<file path="config.mk">
export PLATFORM = sky130hd
export DESIGN_NAME = sdram_timing_flat
export DESIGN_NICKNAME = d
export VERILOG_FILES = /design/src/rtl/sdram_timing_pkg.sv /design/src/rtl/sdram_timing_if.sv /design/src/rtl/sdram_timing_ref_timer.sv /design/src/rtl/sdram_timing.sv /design/src/flat_wrapper.sv
export SDC_FILE = /design/constraint.sdc
export NUM_CORES = 1
export LEC_CHECK = 0
export ABC_CLOCK_PERIOD_IN_PS = 5100
export BUFFER_PORTS_ARGS = -buffer_cell sky130_fd_sc_hd__buf_2
export CAP_MARGIN = 20
export CORE_MARGIN = 8
export CORE_UTILIZATION = 58
export CTS_CLUSTER_DIAMETER = 200
export DETAILED_ROUTE_END_ITERATION = 10
export GPL_ROUTABILITY_DRIVEN = 0
export PLACE_DENSITY = 0.86
export SETUP_SLACK_MARGIN = 0.1
export SYNTH_ARGS = -nofsm -noshare
export SYNTH_HDL_FRONTEND = slang
export SYNTH_SLANG_ARGS = --single-unit
</file>
<file path="constraint.sdc">
create_clock -name clk -period 5.1 [get_ports clk]
set_input_delay 0.51 -clock clk [delete_from_list [all_inputs] [get_ports clk]]
set_output_delay 0.51 -clock clk [all_outputs]
set_load 0.005 [all_outputs]
</file>
<file path="src/rtl/sdram_timing_pkg.sv">
// Shared SDRAM controller state encodings and widths for the timing block.
package sdram_timing_pkg;

    localparam int unsigned STATE_W   = 5;
    localparam int unsigned ELAPSED_W = 4;

    // Init sequence states
    localparam logic [STATE_W-1:0] I_POWON    = 5'd0;
    localparam logic [STATE_W-1:0] I_PRE_CMD  = 5'd1;
    localparam logic [STATE_W-1:0] I_PRE_TRP  = 5'd2;
    localparam logic [STATE_W-1:0] I_AR0_CMD  = 5'd3;
    localparam logic [STATE_W-1:0] I_AR0_TRFC = 5'd4;
    localparam logic [STATE_W-1:0] I_AR1_CMD  = 5'd5;
    localparam logic [STATE_W-1:0] I_AR1_TRFC = 5'd6;
    localparam logic [STATE_W-1:0] I_MRS_CMD  = 5'd7;
    localparam logic [STATE_W-1:0] I_MRS_TMRD = 5'd8;
    localparam logic [STATE_W-1:0] I_DONE     = 5'd9;

    // Work (normal operation) states
    localparam logic [STATE_W-1:0] S_IDLE     = 5'd0;
    localparam logic [STATE_W-1:0] S_REF_CMD  = 5'd1;
    localparam logic [STATE_W-1:0] S_TRFC     = 5'd2;
    localparam logic [STATE_W-1:0] S_REF_CMD1 = 5'd3;
    localparam logic [STATE_W-1:0] S_TRFC1    = 5'd4;
    localparam logic [STATE_W-1:0] S_ACT      = 5'd5;
    localparam logic [STATE_W-1:0] S_TRCD     = 5'd6;
    localparam logic [STATE_W-1:0] S_RD_CMD   = 5'd7;
    localparam logic [STATE_W-1:0] S_CL       = 5'd8;
    localparam logic [STATE_W-1:0] S_RD_DATA  = 5'd9;
    localparam logic [STATE_W-1:0] S_RWAIT    = 5'd10;
    localparam logic [STATE_W-1:0] S_WR_CMD   = 5'd11;
    localparam logic [STATE_W-1:0] S_WR_DATA  = 5'd12;
    localparam logic [STATE_W-1:0] S_TDAL     = 5'd13;

    // Saturating increment for the elapsed-cycles counter
    function automatic logic [ELAPSED_W-1:0] sat_inc(input logic [ELAPSED_W-1:0] v);
        return (v == '1) ? v : v + ELAPSED_W'(1);
    endfunction

endpackage

</file>
<file path="src/rtl/sdram_timing_if.sv">
// Controller <-> timing block bundle: state inputs, refresh handshake, wait-end strobes.
interface sdram_timing_if;
    import sdram_timing_pkg::*;

    logic [STATE_W-1:0] init_state;
    logic [STATE_W-1:0] work_state;
    logic               sdram_ref_ack;
    logic               done_200us;
    logic               sdram_ref_req;
    logic               ref_domain;
    logic               end_trp;
    logic               end_trfc;
    logic               end_tmrd;
    logic               end_trcd;
    logic               end_tcl;
    logic               end_tread;
    logic               end_twait;
    logic               end_twrite;
    logic               end_tdal;

    modport slave (
        input  init_state, work_state, sdram_ref_ack,
        output done_200us, sdram_ref_req, ref_domain,
        output end_trp, end_trfc, end_tmrd, end_trcd, end_tcl,
        output end_tread, end_twait, end_twrite, end_tdal
    );

    modport master (
        output init_state, work_state, sdram_ref_ack,
        input  done_200us, sdram_ref_req, ref_domain,
        input  end_trp, end_trfc, end_tmrd, end_trcd, end_tcl,
        input  end_tread, end_twait, end_twrite, end_tdal
    );

endinterface

</file>
<file path="src/rtl/sdram_timing_ref_timer.sv">
// Free-running refresh interval counter with a sticky request cleared by ack.
module sdram_timing_ref_timer #(
    parameter int unsigned TREF      = 1040,
    parameter int unsigned REF_GUARD = 16
) (
    input  logic clk,
    input  logic rst_n,
    input  logic run,
    input  logic ref_ack,
    output logic ref_req,
    output logic ref_domain_c
);

    localparam int unsigned REF_W = $clog2(TREF + 1);
    localparam logic [REF_W-1:0] CNT_LAST  = REF_W'(TREF - 1);
    localparam logic [REF_W-1:0] CNT_GUARD = REF_W'(TREF - REF_GUARD);

    logic [REF_W-1:0] cnt_q, cnt_d;
    logic             req_q, req_d;
    logic             wrap_c;

    // Wrap wins over a same-cycle ack so a new interval is never lost
    always_comb begin
        wrap_c = run && (cnt_q == CNT_LAST);
        cnt_d  = '0;
        if (run && !wrap_c) begin
            cnt_d = cnt_q + REF_W'(1);
        end
        req_d = wrap_c | (req_q & ~ref_ack);
    end

    always_ff @(posedge clk or negedge rst_n) begin
        if (!rst_n) begin
            cnt_q <= '0;
            req_q <= 1'b0;
        end else begin
            cnt_q <= cnt_d;
            req_q <= req_d;
        end
    end

    assign ref_req      = req_q;
    assign ref_domain_c = req_q | (cnt_q >= CNT_GUARD);

endmodule

</file>
<file path="src/rtl/sdram_timing.sv">
// SDRAM command-spacing timer: power-up wait, per-state wait-end strobes and refresh pacing.
module sdram_timing
    import sdram_timing_pkg::*;
#(
    parameter int unsigned T200US    = 26600,
    parameter int unsigned TREF      = 1040,
    parameter int unsigned REF_GUARD = 16,
    parameter int unsigned TRP       = 3,
    parameter int unsigned TRFC      = 9,
    parameter int unsigned TMRD      = 2,
    parameter int unsigned TRCD      = 3,
    parameter int unsigned TCL       = 3,
    parameter int unsigned BL        = 4,
    parameter int unsigned TDAL      = 5
) (
    input logic           clk,
    input logic           rst_n,
    sdram_timing_if.slave tif
);

    localparam int unsigned PWR_W  = 15;
    localparam int unsigned PAIR_W = 2 * STATE_W;

    localparam logic [PWR_W-1:0]     PWR_LAST = PWR_W'(T200US - 1);
    localparam logic [PAIR_W-1:0]    PAIR_RST = {I_POWON, S_IDLE};
    localparam logic [ELAPSED_W-1:0] E_TRP    = ELAPSED_W'(TRP - 2);
    localparam logic [ELAPSED_W-1:0] E_TRFC   = ELAPSED_W'(TRFC - 2);
    localparam logic [ELAPSED_W-1:0] E_TMRD   = ELAPSED_W'(TMRD - 2);
    localparam logic [ELAPSED_W-1:0] E_TRCD   = ELAPSED_W'(TRCD - 2);
    localparam logic [ELAPSED_W-1:0] E_TCL    = ELAPSED_W'(TCL - 2);
    localparam logic [ELAPSED_W-1:0] E_TREAD  = ELAPSED_W'(BL - 1);
    localparam logic [ELAPSED_W-1:0] E_TWRITE = ELAPSED_W'(BL - 2);
    localparam logic [ELAPSED_W-1:0] E_TDAL   = ELAPSED_W'(TDAL - 1);

    logic [PWR_W-1:0]     pwr_cnt_q, pwr_cnt_d;
    logic                 done_q, done_d;
    logic [PAIR_W-1:0]    pair_q, pair_d;
    logic [ELAPSED_W-1:0] held_q, held_d;
    logic [ELAPSED_W-1:0] elapsed_c;
    logic                 run_q, run_d;
    logic                 ref_run_c;
    logic                 ref_req_c;
    logic                 ref_domain_c;

    logic end_trp_c, end_trfc_c, end_tmrd_c, end_trcd_c, end_tcl_c;
    logic end_tread_c, end_twait_c, end_twrite_c, end_tdal_c;

    // Elapsed restarts at 0 whenever the state pair differs from last cycle
    always_comb begin
        pair_d    = {tif.init_state, tif.work_state};
        elapsed_c = (pair_d == pair_q) ? held_q : '0;
        held_d    = sat_inc(elapsed_c);
        pwr_cnt_d = (pwr_cnt_q == '1) ? pwr_cnt_q : pwr_cnt_q + PWR_W'(1);
        done_d    = done_q | (pwr_cnt_q == PWR_LAST);
        run_d     = 1'b1;
    end

    always_ff @(posedge clk or negedge rst_n) begin
        if (!rst_n) begin
            pwr_cnt_q <= '0;
            done_q    <= 1'b0;
            pair_q    <= PAIR_RST;
            held_q    <= '0;
            run_q     <= 1'b0;
        end else begin
            pwr_cnt_q <= pwr_cnt_d;
            done_q    <= done_d;
            pair_q    <= pair_d;
            held_q    <= held_d;
            run_q     <= run_d;
        end
    end

    // run_q is cleared asynchronously, so every strobe drops the moment reset asserts
    always_comb begin
        end_trp_c    = 1'b0;
        end_trfc_c   = 1'b0;
        end_tmrd_c   = 1'b0;
        end_trcd_c   = 1'b0;
        end_tcl_c    = 1'b0;
        end_tread_c  = 1'b0;
        end_twait_c  = 1'b0;
        end_twrite_c = 1'b0;
        end_tdal_c   = 1'b0;
        if (run_q) begin
            end_trp_c    = (tif.init_state == I_PRE_TRP) && (elapsed_c == E_TRP);
            end_trfc_c   = ((tif.init_state == I_AR0_TRFC) || (tif.init_state == I_AR1_TRFC) ||
                            (tif.work_state == S_TRFC) || (tif.work_state == S_TRFC1)) &&
                           (elapsed_c == E_TRFC);
            end_tmrd_c   = (tif.init_state == I_MRS_TMRD) && (elapsed_c == E_TMRD);
            end_trcd_c   = (tif.work_state == S_TRCD) && (elapsed_c == E_TRCD);
            end_tcl_c    = (tif.work_state == S_CL) && (elapsed_c == E_TCL);
            end_tread_c  = (tif.work_state == S_RD_DATA) && (elapsed_c == E_TREAD);
            end_twait_c  = (tif.work_state == S_RWAIT) && (elapsed_c == E_TRP);
            end_twrite_c = (tif.work_state == S_WR_DATA) && (elapsed_c == E_TWRITE);
            end_tdal_c   = (tif.work_state == S_TDAL) && (elapsed_c == E_TDAL);
        end
    end

    assign ref_run_c = (tif.init_state == I_DONE);

    sdram_timing_ref_timer #(
        .TREF      (TREF),
        .REF_GUARD (REF_GUARD)
    ) u_ref_timer (
        .clk          (clk),
        .rst_n        (rst_n),
        .run          (ref_run_c),
        .ref_ack      (tif.sdram_ref_ack),
        .ref_req      (ref_req_c),
        .ref_domain_c (ref_domain_c)
    );

    assign tif.done_200us    = done_q;
    assign tif.sdram_ref_req = ref_req_c;
    assign tif.ref_domain    = run_q & ref_domain_c;
    assign tif.end_trp       = end_trp_c;
    assign tif.end_trfc      = end_trfc_c;
    assign tif.end_tmrd      = end_tmrd_c;
    assign tif.end_trcd      = end_trcd_c;
    assign tif.end_tcl       = end_tcl_c;
    assign tif.end_tread     = end_tread_c;
    assign tif.end_twait     = end_twait_c;
    assign tif.end_twrite    = end_twrite_c;
    assign tif.end_tdal      = end_tdal_c;

endmodule

</file>
<file path="src/flat_wrapper.sv">
// flat-port wrapper written by rule: the top's interface ports become plain ports
module sdram_timing_flat import sdram_timing_pkg::*;
#(
    parameter int unsigned T200US    = 26600,
    parameter int unsigned TREF      = 1040,
    parameter int unsigned REF_GUARD = 16,
    parameter int unsigned TRP       = 3,
    parameter int unsigned TRFC      = 9,
    parameter int unsigned TMRD      = 2,
    parameter int unsigned TRCD      = 3,
    parameter int unsigned TCL       = 3,
    parameter int unsigned BL        = 4,
    parameter int unsigned TDAL      = 5
)
  (clk, rst_n, tif_init_state, tif_work_state, tif_sdram_ref_ack, tif_done_200us, tif_sdram_ref_req, tif_ref_domain, tif_end_trp, tif_end_trfc, tif_end_tmrd, tif_end_trcd, tif_end_tcl, tif_end_tread, tif_end_twait, tif_end_twrite, tif_end_tdal);
  sdram_timing_if tif_i ();
  input logic clk;
  input logic rst_n;
  input wire logic [$bits(tif_i.init_state)-1:0] tif_init_state;
  input wire logic [$bits(tif_i.work_state)-1:0] tif_work_state;
  input wire logic [$bits(tif_i.sdram_ref_ack)-1:0] tif_sdram_ref_ack;
  output wire logic [$bits(tif_i.done_200us)-1:0] tif_done_200us;
  output wire logic [$bits(tif_i.sdram_ref_req)-1:0] tif_sdram_ref_req;
  output wire logic [$bits(tif_i.ref_domain)-1:0] tif_ref_domain;
  output wire logic [$bits(tif_i.end_trp)-1:0] tif_end_trp;
  output wire logic [$bits(tif_i.end_trfc)-1:0] tif_end_trfc;
  output wire logic [$bits(tif_i.end_tmrd)-1:0] tif_end_tmrd;
  output wire logic [$bits(tif_i.end_trcd)-1:0] tif_end_trcd;
  output wire logic [$bits(tif_i.end_tcl)-1:0] tif_end_tcl;
  output wire logic [$bits(tif_i.end_tread)-1:0] tif_end_tread;
  output wire logic [$bits(tif_i.end_twait)-1:0] tif_end_twait;
  output wire logic [$bits(tif_i.end_twrite)-1:0] tif_end_twrite;
  output wire logic [$bits(tif_i.end_tdal)-1:0] tif_end_tdal;
  assign tif_i.init_state = tif_init_state;
  assign tif_i.work_state = tif_work_state;
  assign tif_i.sdram_ref_ack = tif_sdram_ref_ack;
  assign tif_done_200us = tif_i.done_200us;
  assign tif_sdram_ref_req = tif_i.sdram_ref_req;
  assign tif_ref_domain = tif_i.ref_domain;
  assign tif_end_trp = tif_i.end_trp;
  assign tif_end_trfc = tif_i.end_trfc;
  assign tif_end_tmrd = tif_i.end_tmrd;
  assign tif_end_trcd = tif_i.end_trcd;
  assign tif_end_tcl = tif_i.end_tcl;
  assign tif_end_tread = tif_i.end_tread;
  assign tif_end_twait = tif_i.end_twait;
  assign tif_end_twrite = tif_i.end_twrite;
  assign tif_end_tdal = tif_i.end_tdal;
  sdram_timing #(.T200US(T200US), .TREF(TREF), .REF_GUARD(REF_GUARD), .TRP(TRP), .TRFC(TRFC), .TMRD(TMRD), .TRCD(TRCD), .TCL(TCL), .BL(BL), .TDAL(TDAL)) u_core (.clk(clk), .rst_n(rst_n), .tif(tif_i));
endmodule
</file>
# Yosys cells after proc, flatten, opt, wreduce, memory -nomap -nowiden
# Cells that the tools add are included.
[word_totals]
reg_bits = 43
inputBits = 13
out_inout_bits = 12
wordCells = 68
[op_classes]
n_addsub = 3
n_lt_le_gt_ge = 1
eq_ne = 23
muxes = 12
n_bitwise = 6
reduce_logical = 16
[op_table]
columns = ["op", "count"]
rows = [
  ["equality test 5 x 4 -> 1 bit, second input constant", 7],
  ["equality test 15 bit, second input constant", 2],
  ["equality test 5 x 3 -> 1 bit, second input constant", 4],
  ["adder 15 x 1 -> 15 bit, second input constant", 1],
  ["adder 11 x 1 -> 11 bit, second input constant", 1],
  ["equality test 11 bit, second input constant", 1],
  ["greater-or-equal comparator 11 bit, second input constant", 1],
  ["logical AND 1 bit", 11],
  ["two-way mux 11 bit", 1],
  ["equality test 10 bit", 1],
  ["equality test 5 x 2 -> 1 bit, second input constant", 2],
  ["two-way mux 1 bit", 9],
  ["equality test 4 x 2 -> 1 bit, second input constant", 2],
  ["equality test 4 x 3 -> 1 bit, second input constant", 2],
  ["two-way mux 4 bit", 2],
  ["adder 4 x 1 -> 4 bit, second input constant", 1],
  ["equality test 4 x 1 -> 1 bit, second input constant", 1],
  ["equality test 4 bit, second input constant", 1],
  ["logical NOT 4 bit", 1],
  ["logical OR 1 bit", 3],
  ["OR 1 bit", 3],
  ["AND 1 bit", 2],
  ["logical NOT 1 bit", 1],
  ["NOT 1 bit", 1],
]

# Depth between registers and ports, before layout
[logic_depth]
ltp_word = 6
depth_mapped = 10
ltp_nobuf = 8

# By module
# From an unflattened synthesis, not the netlist that was laid out.
[hier_totals]
cells_unflattened = 214
area_unflattened_um2 = 2254.7
[by_module_without_submodules]
columns = ["mod", "instances", "cells_each", "area_per_inst_um2", "seq_area_each_um2"]
rows = [
  ["sdram_timing", 1, 158, 1666.6, 775.7],
  ["sdram_timing_ref_timer", 1, 56, 588.1, 300.3],
]

# Worst setup path before layout
# No wires, ideal clock.
[synth_timing]
kind = "input-to-output"
start = "in tif_work_state[2]"
end = "out tif_end_tcl"
arrival_ns = 2.131
required_ns = 4.590
setup_slack_ns = 2.459
cell_stages = 9
path_buffers = 2
cell_sequence = "buf_2 -> xor2_1 -> nor4_2 -> and3_1 -> buf_4 -> and2_1 -> ha_1 -> inv_1 -> a2111oi_0"
[synth_between]
elab_chain_len = 5
elab_cells_between_ends = 6
cone_classes = "eq/ne: 3; mux: 2; reduce/logical: 1"
[synth_lines]
columns = ["item", "line", "text"]
rows = [
  ["start, declared", "flat_wrapper.sv:20", "input wire logic [$bits(tif_i.work_state)-1:0] tif_work_state;"],
  ["equality test 10 bit", "sdram_timing.sv:51", "elapsed_c = (pair_d == pair_q) ? held_q : '0;"],
  ["two-way mux 4 bit", "sdram_timing.sv:51", ""],
  ["equality test 4 x 1 -> 1 bit", "sdram_timing.sv:92", "end_tcl_c = (tif.work_state == S_CL) && (elapsed_c == E_TCL);"],
  ["logical AND 1 bit *", "sdram_timing.sv:92", ""],
  ["two-way mux 1 bit *", "sdram_timing.sv:85", "if (run_q) begin"],
  ["end, declared", "flat_wrapper.sv:29", "output wire logic [$bits(tif_i.end_tcl)-1:0] tif_end_tcl;"],
]
# Mark *: on every way between the ends. The rest lies on a longest branch, timed or not.

# Final worst setup path
[layout_timing]
start = "reg u_core.pair_q[6]"
end = "out tif_end_tcl"
[layout_between]
elab_chain_len = 5
[layout_lines]
columns = ["item", "line", "text"]
rows = [
  ["start, declared", "sdram_timing.sv:37", "logic [PAIR_W-1:0] pair_q, pair_d;"],
  ["start signal, assigned", "sdram_timing.sv:68", "pair_q <= pair_d;"],
  ["equality test 10 bit", "sdram_timing.sv:51", ""],
  ["two-way mux 4 bit", "sdram_timing.sv:51", ""],
  ["equality test 4 x 1 -> 1 bit", "sdram_timing.sv:92", ""],
  ["logical AND 1 bit", "sdram_timing.sv:92", ""],
  ["two-way mux 1 bit", "sdram_timing.sv:85", ""],
]
# Every way passes these cells.

==> summary.txt <==
Clocking
  • Clk Latency, worst-skew pair: 0.29 ns
  • H-tree levels: 2
  • Postcts setup bufs: 0
  • Max clock buf depth: 2
  • # hold bufs at CTS: 0
  • Clk sinks: 43
  • Root Driver: clkbuf_8
  • CTS Buf Count: 5
  • TritonCTS clock tree: built
  • Cts repair resizes: 0
  • Reg clk slew, reported paths: 0.07 ns

Route
  • Initial DRC Count: 75
  • Drc violations: 0
  • WL/cell: 14.8 um
  • Vias per inst: 5.69
  • Post-route ant nets: 0
  • Routed vias: 1649
  • Total wire length: 4.30 mm
  • Length of the first detailed-routing pass in iterations: 4

Logic synthesis
  • Sequential-to-total area share from yosys stat: 48.7%
  • Post-Syn Area: 2210 um^2
  • Post-Synthesis Cells: 216
  • Main synth FF type: dfrtp_1
  • Syn_nets: 234
  • Adder and majority cell fraction of the synthesized area: 2.83%
  • Synth Area in Compound Gates: 6.01%
  • Synth warn: 0
  • XOR/XNOR share of the synthesized area: 12.3%
  • Mux share of post-synthesis cell area: 1.98%
  • Yosys reg bits: 43
  • Simple-gate share of the synthesized area: 25.7%
  • Post-synth EDFFs: 0
  • Ys async rst share: 100%
  • Avg Cell Area, Syn: 10.2 um^2
  • Library cells used by synthesis: 45
  • Largest family of logic cells by synthesized area: simple AND/OR/NAND/NOR gates

Timing
  • Finish-stage setup viols: 0
  • Worst slew pin tran: 0.898 ns
  • Setup TNS: 0 ns
  • RSZ-0062 raised after global routing: no
  • FMAX: 315 MHz
  • Slew margin rel.: 40.1%
  • Final hold vios: 0
  • Slew Limit Fails: 0
  • WHS: 0.338 ns
  • Tcrit/Tclk final: 62.2%
  • Setup skew after layout: 0.00285 ns
  • Min Tclk post-route: 3.17 ns

Placement
  • PortBufs: 24
  • DP HPWL: 3.17 mm
  • Placed cell count: 283

Final layout
  • Commonest non-fill, non-tap cell in the layout: dfrtp_1
  • Sequential cell area: 1080 um^2
  • Fin util: 67.0%
  • Share of cells above drive strength 1: 16.5%
  • Fillers: 270
  • Multi-input gate area: 1080 um^2
  • Nets: 260
  • Syn-to-layout area delta: 11.0%
  • Antenna Cells: 0
  • Post-Layout Cell Count: 290
  • Most frequent cells in the layout: dfrtp_1 (43), nor2_1 (25), buf_2 (24)

Floorplan
  • Die area: 6040 um^2
  • Die Width: 77.7 um
  • Row count: 22
  • Starting density of the core: 60.3%
  • Chip Height: 77.7 um
  • Core area: 3660 um^2
  • I/O pin count: 25

Power and ir drop
  • Leakage power: 1.06 nW
  • Pwr Density: 242 nW/um^2
  • Max rail drop VDD: 190 uV

Run status
  • Status: finished, final reports clean

Global route
  • Total track usage: 14.6%
  • Vias in the first global route: 1560
  • Largest net degree at the start of global routing: 44
  • Initial antenna violation count: 0
  • First-pass GRT wire length: 7.16 mm
  • Gr ovfl total: 0

Critical path
  • Cell family with most CP delay: simple AND/OR/NAND/NOR gates
  • Cell Chain, Critical Path: xor2_1, nor4_2, and3_1, and2_1, ha_1, inv_1, a2111oi_0, buf_2
  • Buf+Inv Stages, Crit Path: 2
  • Worst endpoint required time: 4.59 ns
  • Largest stage delay, worst path: 0.45 ns
  • Worst Setup Start Kind: flop
  • CP max FO: 12
  • Slowest-stage cell, CP: and3_1
  • Critical path class: reg -> out
  • WP data arrival: 2.66 ns
  • CP Capture Type: output pin

Job
  • Max_cap viols: 0

Min path
  • Hold/Removal Path Class: in -> async
==> final timing paths <==
path,slack [ns],depth (start not counted),endpoint,startpoint
worst max register to register,2.63,8,u_core.held_q[0],u_core.pair_q[6]
worst max-delay path,1.93,8,tif_end_tcl,u_core.pair_q[6]
max in group asynchronous,4.20,1,u_core.pair_q[6],rst_n
worst min register to register,0.47,1,u_core.tif.done_200us,u_core.tif.done_200us
min in group clk,0.37,1,u_core.pair_q[4],tif_work_state[4]
worst min-delay path,0.34,1,u_core.pwr_cnt_q[12],rst_n
==> synthesized netlist by cell type (all sizes together) (4+ instances only) <==
cell type,count,area [um^2]
a21oi,5,25.0
and3,5,31.3
dfrtp,43,1080
ha,5,62.6
inv,7,26.3
nand2,17,63.8
nand3,8,40.0
nand4,9,56.3
nand4b,5,43.8
nor2,25,93.8
nor3,9,45.0
nor4,4,52.6
xnor2,12,105
xor2,19,166
==> power by group <==
part | switching [mW] | internal [mW] | total [mW] | leakage (nW)
clock network | 0.108 | 0.106 | 0.214 | 0.0470
registers | 0.00249 | 0.345 | 0.348 | 0.556
logic | 0.0205 | 0.0103 | 0.0309 | 0.461
total | 0.131 | 0.462 | 0.592 | 1.06
==> metrics by stage <==
stage | instance area, um^2 | setup slack [ns] | total power [mW]
6_report | 2450 | 1.93 | 0.592
5_1_grt | 2450 | 1.69 | 0.613
4_1_cts | 2450 | 1.94 | 0.598
3_5_place_dp | 2360 | 1.99 | 0.386
3_3_place_gp | 2360 | 2.07 | 0.385
2_1_floorplan | 2210 | 2.46 | 0.367
==> layout make-up <==
class                      count  share of cell area [%]
sequential                    43                    43.9
clock buffer                   6                    3.37
timing repair buffer          24                    4.90
clock inverter                 1                   0.204
tap                           48                    2.45
multi-input combinational    161                    44.1
inverter                       7                    1.07
==> flip-flops by register name (all words and copies together) (netlist names) <==
signal	count
u_core.tif.done_200us	1
u_core.u_ref_timer.ref_req	1
u_core.held_q	4
u_core.pair_q	10
u_core.run_q	1
u_core.pwr_cnt_q	15
u_core.u_ref_timer.cnt_q	11
==> cell families after synthesis <==
kind of cell,Yosys count
AOI/OAI and AO/OA,19
xor gates and xnor gates,31
adders and majority gates,5
buffers and inverters,12
DFF,43
muxes,4
other,1
and+or+nand+nor,101
==> routing by layer <==
metal / global-route usage, % / up-vias / routed length (um) / part of all wire, %
met5: 0 / - / 0 / 0
met4: 7.74 / 0 / 91 / 2.1
met3: 4.84 / 7 / 276 / 6.4
li1: - / 810 / - / -
met2: 22.1 / 45 / 2000 / 47
met1: 18.0 / 787 / 1930 / 45
(Power assumes the default switching activity.)
